`config.mk`:
```
export PLATFORM = sky130hd
export DESIGN_NAME = pipelined_control_unit
export DESIGN_NICKNAME = d
export VERILOG_FILES = /design/src/rtl/pipelined_control_unit.sv
export SDC_FILE = /design/constraint.sdc
export NUM_CORES = 1
export LEC_CHECK = 0
export ABC_AREA = 1
export CAP_MARGIN = 20
export CORE_MARGIN = 2
export CORE_UTILIZATION = 47
export CTS_CLUSTER_DIAMETER = 200
export DETAILED_ROUTE_END_ITERATION = 8
export GPL_TIMING_DRIVEN = 0
export PLACE_DENSITY = 0.85
export SYNTH_ARGS = -nofsm -noshare
export SYNTH_HDL_FRONTEND = slang
export SYNTH_SLANG_ARGS = --single-unit
```
`constraint.sdc`:
```
create_clock -name clk -period 1.6 [get_ports clk]
set_input_delay 0.32 -clock clk [delete_from_list [all_inputs] [get_ports clk]]
set_output_delay 0.32 -clock clk [all_outputs]
set_load 0.05 [all_outputs]
```
`src/rtl/pipelined_control_unit.sv`:
```
// Registered decode control unit: decodes opcode/funct3 into a control bundle held in a
// single-entry valid/ready output register, and tracks one outstanding d-cache access.
module pipelined_control_unit #(
  parameter int ALU_OP_WIDTH = 2,
  parameter int MEM_TIMEOUT  = 16,
  parameter int CNT_WIDTH    = 16
) (
  input  logic                    clk,
  input  logic                    rst,
  input  logic                    in_valid,
  output logic                    in_ready,
  input  logic [6:0]              opcode,
  input  logic [2:0]              funct3,
  input  logic                    flush,
  output logic                    out_valid,
  input  logic                    out_ready,
  input  logic                    mem_done,
  output logic                    d_cache_access,
  output logic                    d_cache_op,
  output logic                    branch,
  output logic                    reg_write,
  output logic [ALU_OP_WIDTH-1:0] alu_op,
  output logic                    alu_src,
  output logic                    is_imm,
  output logic                    is_byte_op,
  output logic                    illegal,
  output logic                    busy,
  output logic                    mem_timeout,
  output logic [CNT_WIDTH-1:0]    issued_count
);

  // Handshake contract: a transfer happens on an edge where valid && ready are both high.
  // in_ready never depends on in_valid; out_valid, once high, holds the bundle unchanged
  // until out_ready is seen (or flush/rst kills it).

  localparam int TIMER_W = (MEM_TIMEOUT > 1) ? $clog2(MEM_TIMEOUT) : 1;
  localparam logic [TIMER_W-1:0] TIMER_LAST = TIMER_W'(MEM_TIMEOUT - 1);

  localparam logic [6:0] OP_R      = 7'b0110011;
  localparam logic [6:0] OP_LOAD   = 7'b0000011;
  localparam logic [6:0] OP_STORE  = 7'b0100011;
  localparam logic [6:0] OP_BRANCH = 7'b1100011;
  localparam logic [6:0] OP_JUMP   = 7'b1100111;

  localparam logic [ALU_OP_WIDTH-1:0] ALU_ADD    = ALU_OP_WIDTH'(2'b00);
  localparam logic [ALU_OP_WIDTH-1:0] ALU_BRANCH = ALU_OP_WIDTH'(2'b01);
  localparam logic [ALU_OP_WIDTH-1:0] ALU_RTYPE  = ALU_OP_WIDTH'(2'b10);
  localparam logic [ALU_OP_WIDTH-1:0] ALU_JUMP   = ALU_OP_WIDTH'(2'b11);

  typedef enum logic {
    RUN      = 1'b0,
    MEM_WAIT = 1'b1
  } state_t;

  state_t               state;
  logic [TIMER_W-1:0]   timer;

  logic                    dec_access;
  logic                    dec_op;
  logic                    dec_branch;
  logic                    dec_reg_write;
  logic [ALU_OP_WIDTH-1:0] dec_alu_op;
  logic                    dec_alu_src;
  logic                    dec_is_imm;
  logic                    dec_is_byte_op;
  logic                    dec_illegal;

  logic accept;
  logic consume;

  always_comb begin
    dec_access     = 1'b0;
    dec_op         = 1'b0;
    dec_branch     = 1'b0;
    dec_reg_write  = 1'b0;
    dec_alu_op     = ALU_ADD;
    dec_alu_src    = 1'b0;
    dec_is_imm     = 1'b0;
    dec_is_byte_op = 1'b0;
    dec_illegal    = 1'b0;
    case (opcode)
      OP_R: begin
        dec_reg_write = 1'b1;
        dec_alu_op    = ALU_RTYPE;
      end
      OP_LOAD: begin
        dec_reg_write = 1'b1;
        dec_alu_src   = 1'b1;
        // funct3=001 is LDI: the immediate is the result, no d-cache traffic.
        if (funct3 == 3'b001) begin
          dec_is_imm = 1'b1;
        end else begin
          dec_access     = 1'b1;
          dec_op         = 1'b1;
          dec_is_byte_op = (funct3 == 3'b000);
        end
      end
      OP_STORE: begin
        dec_access     = 1'b1;
        dec_alu_src    = 1'b1;
        dec_is_byte_op = (funct3 == 3'b000);
      end
      OP_BRANCH: begin
        dec_branch = 1'b1;
        dec_alu_op = ALU_BRANCH;
      end
      OP_JUMP: begin
        dec_branch = 1'b1;
        dec_alu_op = ALU_JUMP;
      end
      default: dec_illegal = 1'b1;
    endcase
  end

  // Held low during reset so no instruction is taken while the unit is being cleared.
  assign in_ready = !rst && (state == RUN) && (!out_valid || out_ready) && !flush;
  assign accept   = in_valid && in_ready;
  assign consume  = out_valid && out_ready;
  assign busy     = (state == MEM_WAIT);

  always_ff @(posedge clk) begin
    if (rst || flush || (consume && !accept)) begin
      out_valid      <= 1'b0;
      d_cache_access <= 1'b0;
      d_cache_op     <= 1'b0;
      branch         <= 1'b0;
      reg_write      <= 1'b0;
      alu_op         <= ALU_ADD;
      alu_src        <= 1'b0;
      is_imm         <= 1'b0;
      is_byte_op     <= 1'b0;
      illegal        <= 1'b0;
    end else if (accept) begin
      out_valid      <= 1'b1;
      d_cache_access <= dec_access;
      d_cache_op     <= dec_op;
      branch         <= dec_branch;
      reg_write      <= dec_reg_write;
      alu_op         <= dec_alu_op;
      alu_src        <= dec_alu_src;
      is_imm         <= dec_is_imm;
      is_byte_op     <= dec_is_byte_op;
      illegal        <= dec_illegal;
    end
  end

  always_ff @(posedge clk) begin
    if (rst) begin
      issued_count <= '0;
    end else if (consume) begin
      issued_count <= issued_count + CNT_WIDTH'(1);
    end
  end

  // A consumed access cannot be recalled, so flush has no say over the wait state.
  always_ff @(posedge clk) begin
    if (rst) begin
      state       <= RUN;
      timer       <= '0;
      mem_timeout <= 1'b0;
    end else begin
      mem_timeout <= 1'b0;
      case (state)
        RUN: begin
          if (consume && d_cache_access) begin
            state <= MEM_WAIT;
            timer <= '0;
          end
        end
        MEM_WAIT: begin
          if (mem_done) begin
            state <= RUN;
            timer <= '0;
          end else if (timer == TIMER_LAST) begin
            state       <= RUN;
            timer       <= '0;
            mem_timeout <= 1'b1;
          end else begin
            timer <= timer + TIMER_W'(1);
          end
        end
        default: begin
          state <= RUN;
          timer <= '0;
        end
      endcase
    end
  end

endmodule

```
==> impl_metrics.py <==
metrics = {
    "job": {
        "cap_violations": 0,
    },
    "global_route": {
        "grt_pass1_vias": 1393,
        "antenna_found_initial": 0,
        "grt_pass1_wl_mm": 6.210,
        "grt_use_total_pct": 19.94,
        "grt_max_degree": 11,
        "grt.overflow.total": 0,
    },
    "layout": {
        "syn_to_final_growth_pct": 29.53,
        "diodes": 0,
        "largest_reg_flops": 16,
        "fin_area_mm2": 0.002118,
        "final_nets": 302,
        "layout-drive-gt1-share_pct": 16.14,
        "reg.largest.list": "issued_count (16), timer (4), alu_op (2)",
        "post-route-util_pct": 63.48,
        "final_cells": 331,
        "top_register": "issued_count",
    },
    "clock_network": {
        "cts_setup_buffers": 0,
        "tritoncts": "done",
        "cts-root-buf": "clkbuf_4",
        "numCtsBuffers": 5,
        "clk_path_buf_depth": 2,
        "clkSinkCount": 33,
        "clock_latency_ns": 0.34,
        "cts.clk_slew.worst_paths_ns": 0.09,
        "htreeDepth": 2,
    },
    "sta": {
        "hold_ws_ns": 0.2304,
        "finalCriticalPeriod_ns": 1.541,
        "timing.final.crit_share_pct": 96.30,
        "skew_ns": 0.01021,
        "drv_slew": 0,
        "fin_tns_setup_ns": 0,
        "fin_ws_ns": 0.05924,
        "rsz0062_at_grt": "false",
        "setup_viol": 0,
        "hold_viol": 0,
        "clock.fmax_ghz": 0.6490,
        "max_slew_margin_pct": 67.07,
        "tightest_slew_ns": 0.4960,
    },
    "synth": {
        "synthAdderAreaFrac_pct": 1.530,
        "synth.cell_area_mm2": 0.001635,
        "synthSimpleGateAreaFrac_pct": 35.50,
        "ys_seq_area_share_pct": 40.40,
        "ys_types": 27,
        "yosys_warnings": 0,
        "synth_edf_count": 0,
        "ys_ff_latch": 33,
        "synth_cells": 233,
        "synthArstFlopShare_pct": 0,
        "synth-xor-area-share_pct": 1.071,
        "synth_compound_area_share_pct": 12.24,
        "syn-num-nets": 251,
        "yosys_most_used_dff": "dfxtp_1",
        "synth_top_family_by_area": "simple AND/OR/NAND/NOR gates",
        "synth.area.mux_share_pct": 0,
        "syn_avg_cell_area_um2": 7.019,
    },
    "setup_path": {
        "critPathKind": "reg2out",
        "cp_max_fo": 4,
        "max_stage_delay_ns": 0.53,
        "required_ns": 1.28,
        "reg2reg_depth": 7,
        "path_depth": 1,
        "crit_slowest_cell": "dlygate4sd2_1",
        "critPathTopFamily": "buffers and inverters",
        "crit_buf_inv": 1,
        "path_cells": "dlygate4sd2_1",
        "crit_path_start_kind": "flip-flop",
        "critPathCaptureType": "output port",
        "worstPathArrival_ns": 1.22,
    },
    "floorplan": {
        "die_h_um": 62.99,
        "placementRows": 21,
        "coreArea_mm2": 0.003337,
        "dieArea_mm2": 0.003967,
        "initial_core_util_pct": 49.01,
        "chipWidth_um": 62.99,
        "ios": 46,
    },
    "outcome": {
        "status": "complete, no violations",
    },
    "power_and_ir_drop": {
        "p_leak_nw": 0.9766,
        "seqPwrFrac_pct": 58.5,
        "comb_power_share_pct": 9.8,
        "p_switching_mw": 0.3545,
        "ir_worst_vdd_mv": 0.4417,
        "p_int_mw": 1.060,
        "clkPwrFrac_pct": 31.7,
        "p_per_area_mw_per_mm2": 667.6,
        "power_mw": 1.414,
        "switching_share_pct": 25.07,
    },
    "routing": {
        "via_count": 1603,
        "dr_wl_met2_mm": 1.697,
        "met3_length_um": 177,
        "highest_layer": "met4",
        "dr.pass1.iters": 4,
        "antenna_left": 0,
        "post_drt_wl_per_cell_um": 10.75,
        "vias_per_cell": 4.843,
        "drt-met1-wl_mm": 1.611,
        "routed_wl_mm": 3.557,
        "drt_iter0_drc": 68,
        "drc": 0,
    },
    "place": {
        "placed_cell_area_mm2": 0.002135,
        "dpl.hpwl_mm": 2.745,
        "portBuffers": 44,
        "dp_cells": 323,
        "place.gp.congestion": 0.8511,
        "pre_cts_ws_ns": -0.7015,
    },
    "hold_path": {
        "hold_path.class": "in2reg",
        "holdPathStages": 2,
    },
}
==> final cells by class <==
type,count,area [µm²]
sequential,33,663.1
buffer,3,23.77
tap,46,57.56
multi-input combinational,163,825.8
timing repair buffer,44,371.6
inverter,34,127.6
clock buffer,8,48.80
fill,314,1219
==> layer usage <==
metal,vias up,track usage [%]
met5,-,0
met4,0,8.889
met3,7,7.027
met2,41,31.12
met1,710,24.61
li1,845,-
==> synth_stat cells, types with 2 or more instances <==
cell type	n	share of area (%)
ha_1	2	1.5
a21oi_2	3	1.6
nor2_2	2	0.76
nor2_4	2	1.4
nand2_1	55	13
nand3_2	3	1.8
nand3_1	12	3.7
o21ai_0	12	3.7
inv_1	33	7.6
nor3_1	9	2.8
nor2_1	35	8.0
o21a_1	2	0.92
nand2_2	2	0.76
a21oi_1	16	4.9
dfxtp_1	33	40
==> power groups by stage <==
stage	sequential [mW]	combinational, mW	clock [mW]
after CTS	0.827	0.137	0.457
after global routing	0.829	0.150	0.518
after detailed placement	0.846	0.140	0
final	0.828	0.138	0.449
after global placement	0.846	0.138	0
after floorplan	0.859	0.0636	0
==> path summary, 6_finish.rpt <==
kind | endpoint | from | slack (ns)
hold reg to reg | timer[3]$_SDFFE_PP0P_ | timer[3]$_SDFFE_PP0P_ | 0.50
hold / removal | timer[3]$_SDFFE_PP0P_ | rst | 0.23
setup reg to reg | issued_count[9]$_SDFFE_PP0N_ | issued_count[2]$_SDFFE_PP0N_ | 0.23
setup / recovery | issued_count[1] | issued_count[1]$_SDFFE_PP0N_ | 0.06
==> layout by cell type, fill, tap and decap left out, types with 7 or more instances in the layout <==
cell / n
o21ai_0: 12
nand2_1: 54
clkbuf_2: 14
dfxtp_1: 31
inv_1: 32
dlygate4sd2_1: 7
nor3_1: 9
a21oi_1: 16
nand3_1: 12
clkdlybuf4s50_1: 12
nor2_1: 35
==> cell families (layout without fill, tap and decap cells) <==
family                     Yosys count  count (layout)
adders and majority gates            2               2
xor gates and xnor gates             2               2
AOI/OAI and AO/OA                   34              34
buffers and inverters               37              89
and+or+nand+nor                    125             125
DFF                                 33              33
==> timing repair <==
| action | in CTS | in global routing |
|---|---|---|
| cloned | 0 | 0 |
| hold buffers | 0 | 0 |
| setup endpoints to repair | 30 | 20 |
| resized for setup | 42 | 39 |
| endpoints found under the hold margin | 0 | 0 |
Note: power is estimated with default switching activity, not from simulation.
